[src/rtl/chroma_cfg_ctrl.sv]
// Button-driven chroma-key configuration controller; edits are applied on the vsync rising edge.
// Optional CHROMA_CFG_AUTOREPEAT_EN enables press-and-hold auto-repeat (WAIT/RPT states and ms prescaler).
module chroma_cfg_ctrl #(
   parameter int unsigned CLK_HZ    = 100_000_000,
   parameter int unsigned HOLD_MS   = 500,
   parameter int unsigned REPEAT_MS = 100,
   parameter int unsigned STEP      = 1
) (
   input  logic       clk,
   input  logic       reset,
   input  logic       up_rise,
   input  logic       up_fall,
   input  logic       dn_rise,
   input  logic       dn_fall,
   input  logic       sel_rise,
   input  logic       vsync,
   output logic [1:0] sel_field,
   output logic [7:0] cfg_key_r,
   output logic [7:0] cfg_key_g,
   output logic [7:0] cfg_key_b,
   output logic [7:0] cfg_tol,
   output logic       cfg_update,
   output logic       dirty
);

   if (STEP < 1 || STEP > 255 || CLK_HZ < 1000 || HOLD_MS < 1 || REPEAT_MS < 1) begin : g_param_check
      $error("chroma_cfg_ctrl: parameter out of range");
   end

   // Index 0..3 = R, G, B, TOL.
   localparam logic [3:0][7:0] RESET_SET = {8'd32, 8'd0, 8'd255, 8'd0};
   localparam logic [7:0]      STEP8     = 8'(STEP);
   localparam logic [7:0]      UP_LIMIT  = 8'(255 - STEP);

   typedef enum logic [1:0] {
      ST_IDLE    = 2'd0,
`ifdef CHROMA_CFG_AUTOREPEAT_EN
      ST_WAIT    = 2'd1,
      ST_RPT     = 2'd2
`else
      ST_PRESSED = 2'd1
`endif
   } state_t;

   state_t          state, state_nxt;
   logic            dir_up, dir_nxt;
   logic [1:0]      sel_nxt;
   logic            step;
   logic            dir_fall;
   logic            vsync_q;
   logic            apply;
   logic [7:0]      cur;
   logic [3:0][7:0] work, work_nxt, cfg;

   assign dir_fall = dir_up ? up_fall : dn_fall;

`ifdef CHROMA_CFG_AUTOREPEAT_EN
   localparam int unsigned MS_DIV = CLK_HZ / 1000;
   localparam int unsigned PW     = (MS_DIV > 1) ? $clog2(MS_DIV) : 1;
   localparam int unsigned CMAX   = (HOLD_MS > REPEAT_MS) ? HOLD_MS : REPEAT_MS;
   localparam int unsigned CW     = $clog2(CMAX + 1);

   logic [PW-1:0] presc;
   logic [CW-1:0] ms_cnt;
   logic          tick;
   logic          press;
   logic          cnt_clr;

   assign tick = (presc == PW'(MS_DIV - 1));

   // A press restarts the prescaler so the hold delay is measured from the press itself.
   always_ff @(posedge clk or posedge reset) begin
      if (reset) begin
         presc  <= '0;
         ms_cnt <= '0;
      end else begin
         presc <= (press || tick) ? '0 : presc + 1'b1;
         if (cnt_clr)   ms_cnt <= '0;
         else if (tick) ms_cnt <= ms_cnt + 1'b1;
      end
   end
`endif

   always_comb begin
      // NOTE: every comb output gets a default first so no path leaves it unassigned (no latch).
      state_nxt = state;
      dir_nxt   = dir_up;
      sel_nxt   = sel_field;
      step      = 1'b0;
`ifdef CHROMA_CFG_AUTOREPEAT_EN
      press     = 1'b0;
      cnt_clr   = 1'b0;
`endif
      case (state)
         ST_IDLE: begin
            if (up_rise ^ dn_rise) begin
               step    = 1'b1;
               dir_nxt = up_rise;
`ifdef CHROMA_CFG_AUTOREPEAT_EN
               press     = 1'b1;
               cnt_clr   = 1'b1;
               state_nxt = ST_WAIT;
`else
               state_nxt = ST_PRESSED;
`endif
            end else if (sel_rise && !up_rise && !dn_rise) begin
               sel_nxt = sel_field + 2'd1;
            end
         end
`ifdef CHROMA_CFG_AUTOREPEAT_EN
         ST_WAIT: begin
            if (dir_fall) begin
               state_nxt = ST_IDLE;
            end else if (tick && ms_cnt == CW'(HOLD_MS - 1)) begin
               step      = 1'b1;
               cnt_clr   = 1'b1;
               state_nxt = ST_RPT;
            end
         end
         ST_RPT: begin
            if (dir_fall) begin
               state_nxt = ST_IDLE;
            end else if (tick && ms_cnt == CW'(REPEAT_MS - 1)) begin
               step    = 1'b1;
               cnt_clr = 1'b1;
            end
         end
`else
         ST_PRESSED: begin
            if (dir_fall) state_nxt = ST_IDLE;
         end
`endif
         default: state_nxt = ST_IDLE;
      endcase
   end

   // Saturating step on the selected field; direction is the one being latched this cycle.
   always_comb begin
      work_nxt = work;
      cur      = work[sel_field];
      if (step) begin
         if (dir_nxt) work_nxt[sel_field] = (cur > UP_LIMIT) ? 8'd255 : cur + STEP8;
         else         work_nxt[sel_field] = (cur < STEP8)    ? 8'd0   : cur - STEP8;
      end
   end

   // A step coinciding with the vsync edge counts as pending, so it is applied in the same copy.
   assign apply = vsync && !vsync_q && (dirty || step);

   always_ff @(posedge clk or posedge reset) begin
      if (reset) begin
         state      <= ST_IDLE;
         dir_up     <= 1'b0;
         sel_field  <= 2'd0;
         work       <= RESET_SET;
         cfg        <= RESET_SET;
         dirty      <= 1'b0;
         cfg_update <= 1'b0;
         vsync_q    <= 1'b0;
      end else begin
         state      <= state_nxt;
         dir_up     <= dir_nxt;
         sel_field  <= sel_nxt;
         work       <= work_nxt;
         vsync_q    <= vsync;
         cfg_update <= apply;
         dirty      <= apply ? 1'b0 : (dirty || step);
         if (apply) cfg <= work_nxt;
      end
   end

   assign cfg_key_r = cfg[0];
   assign cfg_key_g = cfg[1];
   assign cfg_key_b = cfg[2];
   assign cfg_tol   = cfg[3];

endmodule
[config.mk]
export PLATFORM = sky130hd
export DESIGN_NAME = chroma_cfg_ctrl
export DESIGN_NICKNAME = d
export VERILOG_FILES = /design/src/rtl/chroma_cfg_ctrl.sv
export SDC_FILE = /design/constraint.sdc
export NUM_CORES = 1
export LEC_CHECK = 0
export CORE_ASPECT_RATIO = 2
export CORE_MARGIN = 1
export CORE_UTILIZATION = 50
export CTS_BUF_LIST = sky130_fd_sc_hd__clkbuf_16
export CTS_CLUSTER_DIAMETER = 60
export DETAILED_ROUTE_END_ITERATION = 8
export PLACE_DENSITY = 0.82
export SYNTH_ARGS = -nofsm -noshare
export SYNTH_HDL_FRONTEND = slang
export SYNTH_SLANG_ARGS = --single-unit
[constraint.sdc]
create_clock -name clk -period 2.4 [get_ports clk]
set_clock_uncertainty 0.05 [all_clocks]
set_input_delay 0.24 -clock clk [delete_from_list [all_inputs] [get_ports clk]]
set_output_delay 0.24 -clock clk [all_outputs]
set_load 0.005 [all_outputs]
Yosys cells after proc, flatten, opt, wreduce, memory -nomap -nowiden
Index checks and enable logic that the tools add are counted.
{"block": "classes", "add_sub_neg": 3, "magnitude_cmp": 4, "n_eq_ne": 3, "mux": 19, "bitwise": 2, "reduce_logical": 12}
{"op": "$bwmux 32", "count": 2}
{"op": "$mux 32", "count": 2}
{"op": "$mux 8", "count": 4}
{"op": "$bmux 8 s2", "count": 1}
{"op": "$demux 8 s2", "count": 1}
{"op": "$add 8x1->8 const B", "count": 1}
{"op": "$gt 8x8->1 const B", "count": 1}
{"op": "$lt 8x1->1 const B", "count": 1}
{"op": "$sub 8x1->8 const B", "count": 1}
{"op": "$mux 1", "count": 6}
{"op": "$logic_and 1x1->1", "count": 5}
{"op": "$mux 2", "count": 2}
{"op": "$ne 2x2->1 const B", "count": 2}
{"op": "$pmux 2 s2", "count": 1}
{"op": "$logic_not 1->1", "count": 3}
{"op": "$lt 2x3->1 const B", "count": 1}
{"op": "$reduce_and 3->1", "count": 1}
{"op": "$add 2x1->2 const B", "count": 1}
{"op": "$eq 2x1->1 const B", "count": 1}
{"op": "$ge 2x1->1 const B", "count": 1}
{"op": "$logic_not 2->1", "count": 1}
{"op": "$reduce_and 2->1", "count": 1}
{"op": "$logic_or 1x1->1", "count": 1}
{"op": "$not 1->1", "count": 1}
{"op": "$xor 1x1->1", "count": 1}
{"block": "totals", "ff_bits": 72, "input_bits": 8, "output_inout_bits": 36, "wordCells": 57}

Logic depth before layout (Yosys ltp)
Gate-level depths: netlist of the first run.
{"block": "depth", "word_depth": 7, "mapped_depth": 9}

Worst setup path after synthesis of the first run
No wires, ideal clock.
{"block": "synth_timing", "path_kind": "reg2reg", "start": "register sel_field[0]", "end": "register cfg, in the netlist cfg_key_r[5]", "setup_time_ps": 90, "arrival_ps": 2363, "slack_ps": -103, "path_stages_with_launch": 9, "n_path_buf": 1, "path_cell_list": "dfrtp_1 > buf_6 > mux4_2 > ha_1 > nand4b_1 > o21ai_0 > o31ai_1 > mux2_2 > o221ai_1"}
{"block": "synth_between", "elab_chain_cells": 7, "word_cells_on_any_way": 17}
{"element": "start: declaration", "line_no": "17", "text": "output logic [1:0] sel_field,"}
{"element": "start signal: assignment", "line_no": "163", "text": "sel_field <= sel_nxt;"}
{"element": "$bmux 8 s2, or another cell as far along", "line_no": "140", "text": "cur = work[sel_field];"}
{"element": "$mux 8 (implied by the code) or $logic_and 1x1->1 (tied branches)", "line_no": "140, 142, 143"}
{"element": "$sub 8x1->8, or another cell as far along", "line_no": "143", "text": "else work_nxt[sel_field] = (cur < STEP8) ? 8'd0 : cur - STEP8;"}
{"element": "$mux 8, or another cell as far along", "line_no": "143"}
{"element": "$bwmux 32, on equally long branches", "line_no": "143, 142"}
{"element": "$mux 32 (*)", "line_no": "142", "text": "if (dir_nxt) work_nxt[sel_field] = (cur > UP_LIMIT) ? 8'd255 : cur + STEP8;"}
{"element": "$mux 32 (*)", "line_no": "141", "text": "if (step) begin"}
{"element": "end signal: assignment", "line_no": "168", "text": "if (apply) cfg <= work_nxt;"}
{"element": "end: declaration", "line_no": "53", "text": "logic [3:0][7:0] work, work_nxt, cfg;"}
Every way passes the cells marked *; elsewhere a longest branch is shown, timed or not. The select of a mux whose other input is x is not followed.
A chain may end at the register's enable or synchronous reset.

Worst setup path after layout of the first run
{"block": "layout_timing", "start": "register sel_field[0]", "end": "register cfg, in the netlist cfg_key_r[6]"}
The elaborated chain is that of the path after synthesis.

==> results of run 1 <==
## through the flow
step           hold WS [ns]  cell area, um^2
2_1_floorplan         0.221             3570
3_3_place_gp          0.422             4420
3_5_place_dp          0.423             4420
4_1_cts               0.278             4900
5_1_grt               0.304             5060
6_report              0.243             5060
## synth_stat cells (2+ instances only)
cell,count,area (um^2)
a21o_1,2,15.0
a21oi_1,9,45.0
and2_1,2,12.5
buf_2,2,10.0
buf_6,2,22.5
clkbuf_1,11,41.3
dfrtp_1,53,1330
dfstp_2,18,473
ha_1,7,87.6
inv_1,10,37.5
mux2_4,2,30.0
mux2i_1,3,30.0
mux4_2,8,180
nand2_1,68,255
nand3_1,11,55.1
nor2_1,14,52.6
nor3_4,2,32.5
o21a_1,4,30.0
o21ai_0,16,80.1
o21ai_1,36,180
o21ai_2,3,26.3
o21bai_1,12,90.1
o221ai_1,12,105
o31ai_1,9,67.6
xnor2_1,3,26.3
## where the power goes
| group | internal [W] | switching, W |
|---|---|---|
| registers | 0.00178 | 0.000311 |
| clock network | 0.000785 | 0.000471 |
| logic | 0.00243 | 0.00268 |
| total | 0.00499 | 0.00346 |
## cell type report
type                       instances  area, um^2
multi-input combinational        242        1860
fill                             500        1830
sequential                        71        1800
timing repair buffer             101         958
clock buffer                       9         225
tap                               90         113
clock inverter                     6        55.1
inverter                          11        43.8
## worst max-delay path: stages (launching register included)
cell      delay [ns]
dfrtp_2         0.47
mux4_2          0.46
buf_6           0.13
ha_1            0.17
and2_1          0.23
nand3_2         0.15
o211ai_2        0.24
o41ai_4         0.11
buf_6           0.16
o31ai_1         0.23
## metal layers
layer / up-vias / track usage / share of wire
li1: 1416 / - / -
met1: 1545 / 0.331 / 0.36
met2: 109 / 0.497 / 0.55
met3: 32 / 0.0661 / 0.045
met4: 0 / 0.181 / 0.043
met5: - / 0 / 0
## cells by family (layout without fill, tap and decap cells)
family / count (synthesis) / in the layout / synth area share
AOI/OAI and AO/OA: 111 / 111 / 0.212
and+or+nand+nor: 106 / 106 / 0.142
DFF: 71 / 71 / 0.508
buffers and inverters: 26 / 127 / 0.0325
muxes: 14 / 14 / 0.0709
adders and majority gates: 7 / 7 / 0.0247
xor gates and xnor gates: 4 / 4 / 0.00989
## flip-flops by register name, indices dropped and copies added (netlist names)
| name | count |
|---|---|
| cfg_key_g | 8 |
| cfg_update | 1 |
| vsync_q | 1 |
| cfg_key_r | 8 |
| sel_field | 2 |
| cfg_tol | 8 |
| dir_up | 1 |
| work | 32 |
| state | 1 |
| dirty | 1 |
| cfg_key_b | 8 |
## final timing paths
| path | startpoint | to | slack, ns |
|---|---|---|---|
| min in group clk | vsync | vsync_q$_DFF_PP0_ | 0.32 |
| worst min-delay path | reset | cfg_key_b[6]$_DFFE_PP0P_ | 0.24 |
| worst max-delay path | sel_field[0]$_DFFE_PP0P_ | cfg_key_r[6]$_DFFE_PP0P_ | -0.09 |
| max in group asynchronous | reset | cfg_key_g[5]$_DFFE_PP1P_ | 1.69 |
| worst max register to register | sel_field[0]$_DFFE_PP0P_ | cfg_key_r[6]$_DFFE_PP0P_ | -0.09 |
| worst min register to register | work[10]$_DFF_PP1_ | work[10]$_DFF_PP1_ | 0.45 |
## what timing repair did
action,4_1_cts,5_1_grt
endpoints found under the setup margin,64,62
pin swaps,11,20
resized for setup,23,25
hold buffers,0,0
buffers inserted,11,6
==> results.py, run 1 <==
metrics = {
    "yosys": {
        "synthFlopType": "dfrtp_1",
        "yosysSeqAreaShare": 0.508,
        "syn_nets": 354,
        "synth_area_per_cell_um2": 10.5,
        "synth-async-reset-ratio": 1.00,
        "netlist_area_mm2": 0.00354,
        "yosys_warnings": 0,
        "synth_cell_types": 45,
        "syn_inst": 339,
        "synth_seq_cells": 71,
        "synth_edf_count": 0,
    },
    "sta": {
        "finalHoldViolCount": 0,
        "relSlewSlack": 0.494,
        "tightest_slew_ns": 0.748,
        "finalCriticalPeriod_ns": 2.49,
        "finalWorstSetupSlack_ns": -0.0928,
        "setup_viol": 23,
        "clock.fmax_mhz": 401,
        "min_period_over_period": 1.04,
        "rsz0062_at_grt": "yes",
        "slew_viol_final": 0,
        "fin_setup_tns_ns": -1.19,
    },
    "setup_path": {
        "reg2regPathDepth": 9,
        "cp_max_fo": 8,
        "start_kind": "flop",
        "path_class": "reg2reg",
        "crit_arrival_ns": 2.69,
        "cp.required_ns": 2.59,
        "endpoint_kind": "flop",
    },
    "place": {
        "hpwlAfterDp_mm": 6.92,
        "post-place-ws_ns": -0.174,
        "io_buffers": 43,
        "dp.cells": 500,
        "gp_congestion": 1.04,
    },
    "cells_and_area": {
        "fin_cells": 530,
        "layout_commonest_cell": "nand2_1",
        "final_util": 0.735,
        "antenna_cells": 0,
        "area_growth_pct": 42.7,
        "fin_nets": 451,
        "drive_above_1_share": 0.341,
        "final_cell_mix": "nand2_1, dfrtp_1, buf_4",
    },
    "drt": {
        "drtIter0Drc": 175,
        "wl_per_cell_um": 19.3,
        "via_per_inst": 5.85,
        "wirelength_mm": 10.3,
        "drc": 0,
        "antenna_left": 0,
        "firstDrtPassIters": 4,
        "via_count": 3102,
    },
    "clocking": {
        "cts-root-buf": "clkbuf_16",
        "clockBufferDepth": 2,
        "cts.sinks": 71,
        "clk_latency_ns": 0.33,
        "cts-buffers-inserted": 9,
        "clk_pin_slew_ns": 0.05,
        "cts_tree": "done",
        "htree_num_levels": 3,
    },
    "die": {
        "fp.dieH_um": 121,
        "dieArea_mm2": 0.00745,
        "die_x_um": 61.5,
        "start_util": 0.515,
        "ioPinCount": 44,
        "core-area_mm2": 0.00689,
        "rows": 43,
    },
    "pwr": {
        "total_power_w": 0.00846,
        "powerDensity_mw_per_mm2": 1670,
        "peakVddDrop_mv": 0.952,
        "p_leak_nw": 2.12,
    },
    "global_route": {
        "grt_max_degree": 72,
        "grt_pass1_vias": 3171,
        "antenna_found_initial": 0,
        "grt.overflow.total": 0,
        "grt.total_usage": 0.299,
        "grt_pass1_wl_mm": 15.8,
    },
    "run_status": {
        "outcome": "finished with violations",
        "violations": "setup timing",
    },
    "worst_hold_path": {
        "hold_class": "in2async",
    },
    "job": {
        "cap_viol_max_count": 0,
    },
}
Note: power is estimated with default switching activity, not from simulation.
==> run 2: changes to the inputs <==
--- a/config.mk
+++ b/config.mk
@@ -5,13 +5,16 @@
 export SDC_FILE = /design/constraint.sdc
 export NUM_CORES = 1
 export LEC_CHECK = 0
+export ABC_AREA = 1
 export CORE_ASPECT_RATIO = 2
 export CORE_MARGIN = 1
 export CORE_UTILIZATION = 50
 export CTS_BUF_LIST = sky130_fd_sc_hd__clkbuf_16
 export CTS_CLUSTER_DIAMETER = 60
 export DETAILED_ROUTE_END_ITERATION = 8
+export HOLD_SLACK_MARGIN = 0.05
 export PLACE_DENSITY = 0.82
+export SKIP_CTS_REPAIR_TIMING = 1
 export SYNTH_ARGS = -nofsm -noshare
 export SYNTH_HDL_FRONTEND = slang
 export SYNTH_SLANG_ARGS = --single-unit
==> run 2 against run 1 <==
  * Synthesized cell count is 40% higher
  * The run now ends clean
  * Total power decreased by 14%
  * Critical endpoint is now cfg_tol[5]$_DFFE_PP1P_
  * Register-to-register slack better by 0.28 ns
==> results.py, run 2 <==
metrics = {
    "setup_path": {
        "reg2reg_to": "cfg_tol[5]$_DFFE_PP1P_",
        "cp_max_fo": 7,
        "reg2regPathDepth": 13,
        "r2r-start": "sel_field[1]$_DFFE_PP0P_",
        "r2r_slack_ns": 0.19,
        "crit_arrival_ns": 2.44,
        "endpoint_kind": "flop",
        "path_class": "reg2reg",
        "start_kind": "flop",
        "cp.required_ns": 2.62,
    },
    "drt": {
        "wl_per_cell_um": 15.0,
        "drc": 0,
        "drtIter0Drc": 166,
        "via_per_inst": 5.13,
        "firstDrtPassIters": 5,
        "via_count": 3206,
        "antenna_left": 0,
        "wirelength_mm": 9.40,
    },
    "die": {
        "dieArea_mm2": 0.00769,
        "ioPinCount": 44,
        "core-area_mm2": 0.00699,
        "start_util": 0.523,
        "die_x_um": 62.5,
        "rows": 43,
        "fp.dieH_um": 123,
    },
    "job": {
        "cap_viol_max_count": 0,
    },
    "pwr": {
        "peakVddDrop_mv": 0.944,
        "p_leak_nw": 2.36,
        "powerDensity_mw_per_mm2": 1590,
    },
    "clocking": {
        "clk_latency_ns": 0.33,
        "htree_num_levels": 3,
        "cts_tree": "done",
        "cts.sinks": 71,
        "clk_pin_slew_ns": 0.06,
        "cts-root-buf": "clkbuf_16",
        "cts-buffers-inserted": 9,
        "clockBufferDepth": 2,
    },
    "cells_and_area": {
        "fin_nets": 545,
        "area_growth_pct": 24.9,
        "nFillCells": 587,
        "antenna_cells": 0,
        "drive_above_1_share": 0.172,
        "final_cell_mix": "nand2_1, dfrtp_1, nand3_1",
        "top_register": "work",
        "multiInputGateArea_mm2": 0.00168,
        "layout_commonest_cell": "nand2_1",
        "register_area_mm2": 0.00180,
        "largest_reg_flops": 32,
        "final_area_mm2": 0.00457,
    },
    "sta": {
        "relSlewSlack": 0.748,
        "fin_setup_tns_ns": 0,
        "min_period_over_period": 0.923,
        "tightest_slew_ns": 0.379,
        "finalHoldViolCount": 0,
        "finalCriticalPeriod_ns": 2.21,
        "clock.fmax_mhz": 452,
        "slew_viol_final": 0,
        "rsz0062_at_grt": "no",
        "holdWs_ns": 0.243,
        "setup_viol": 0,
    },
    "yosys": {
        "yosysSeqAreaShare": 0.492,
        "synth.top_cells.by_count": "nand2_1, dfrtp_1, nand3_1",
        "yosys_warnings": 0,
        "syn_inst": 474,
        "synth_area_per_cell_um2": 7.72,
        "netlist_area_mm2": 0.00366,
        "synth_seq_cells": 71,
        "syn_nets": 489,
        "synthTopCellsByArea": "dfrtp_1, nand2_1, dfstp_2",
        "synth_top_area_frac": 0.362,
        "synth-async-reset-ratio": 1.00,
        "synth_cell_types": 23,
        "synth.most_common_cell": "nand2_1",
        "synth_top_area_cell": "dfrtp_1",
        "synth_edf_count": 0,
        "synthFlopType": "dfrtp_1",
    },
    "run_status": {
        "outcome": "finished clean",
    },
    "global_route": {
        "grt_pass1_wl_mm": 15.4,
        "grt.overflow.total": 0,
        "grt_pass1_vias": 3192,
        "grt_max_degree": 72,
        "grt.total_usage": 0.268,
        "antenna_found_initial": 0,
    },
    "place": {
        "placed_area_mm2": 0.00428,
        "hpwlAfterDp_mm": 7.06,
        "gp_congestion": 1.02,
        "io_buffers": 43,
    },
    "worst_hold_path": {
        "hold_class": "in2async",
    },
}
==> run 2: critical path, cell delays in order (launching register included) <==
cell and delay, ns:
dfrtp_1 0.44, buf_4 0.18, buf_4 0.15, nand3_1 0.09, nand2_2 0.12, nor2_2 0.22, nand2_1 0.09, nor2_2 0.18
nor2_4 0.09, nand2_1 0.20, nand3_1 0.15, nand2_2 0.09, nand2_1 0.05, nand2_1 0.06
==> run 2: worst max path at each step <==
stage	from	end	cells after the start
floorplan	sel_field[0]$_DFFE_PP0P_	cfg_key_b[4]$_DFFE_PP0P_	16
global placement	sel_field[1]$_DFFE_PP0P_	cfg_tol[3]$_DFFE_PP0P_	13
detailed placement	sel_field[1]$_DFFE_PP0P_	cfg_tol[3]$_DFFE_PP0P_	13
CTS	sel_field[1]$_DFFE_PP0P_	cfg_tol[3]$_DFFE_PP0P_	13
global route	sel_field[1]$_DFFE_PP0P_	cfg_key_r[0]$_DFFE_PP0P_	13
finish	sel_field[1]$_DFFE_PP0P_	cfg_tol[5]$_DFFE_PP1P_	13
==> run 2: stage by stage <==
stage / utilization / setup WS, ns / cells / total power (W)
2_1_floorplan: - / 0.322 / 474 / 0.00452
3_3_place_gp: 0.612 / 0.173 / 609 / 0.00593
3_5_place_dp: 0.612 / 0.168 / 609 / 0.00598
4_1_cts: 0.653 / 0.150 / 625 / 0.00731
5_1_grt: 0.653 / 0.00424 / 625 / 0.00782
6_report: 0.653 / 0.185 / 625 / 0.00727
==> run 2: report_power, final <==
part           total (W)  internal [W]  leakage (nW)  switching, W
registers        0.00216       0.00181         0.857      0.000350
logic            0.00382       0.00147          1.36       0.00235
clock network    0.00129      0.000796         0.144      0.000494
total            0.00727       0.00408          2.36       0.00319
==> run 2: per-layer routing <==
metal  track usage  share of wire
met1         0.302           0.40
met2         0.448           0.51
met3        0.0443          0.027
met4         0.208          0.062
met5             0              0
==> run 2: layout make-up <==
class,instances,share of cell area
sequential,71,0.394
multi-input combinational,366,0.368
timing repair buffer,60,0.130
clock buffer,9,0.0493
tap,90,0.0246
inverter,22,0.0197
clock inverter,7,0.0140
==> run 2: logic make-up after synthesis <==
kind of cell | after synthesis | synth area share
buf+inv | 37 | 0.0499
fa+ha+maj | 7 | 0.0239
compound gates | 17 | 0.0325
xor+xnor | 4 | 0.00957
flops | 71 | 0.492
simple gates | 338 | 0.392
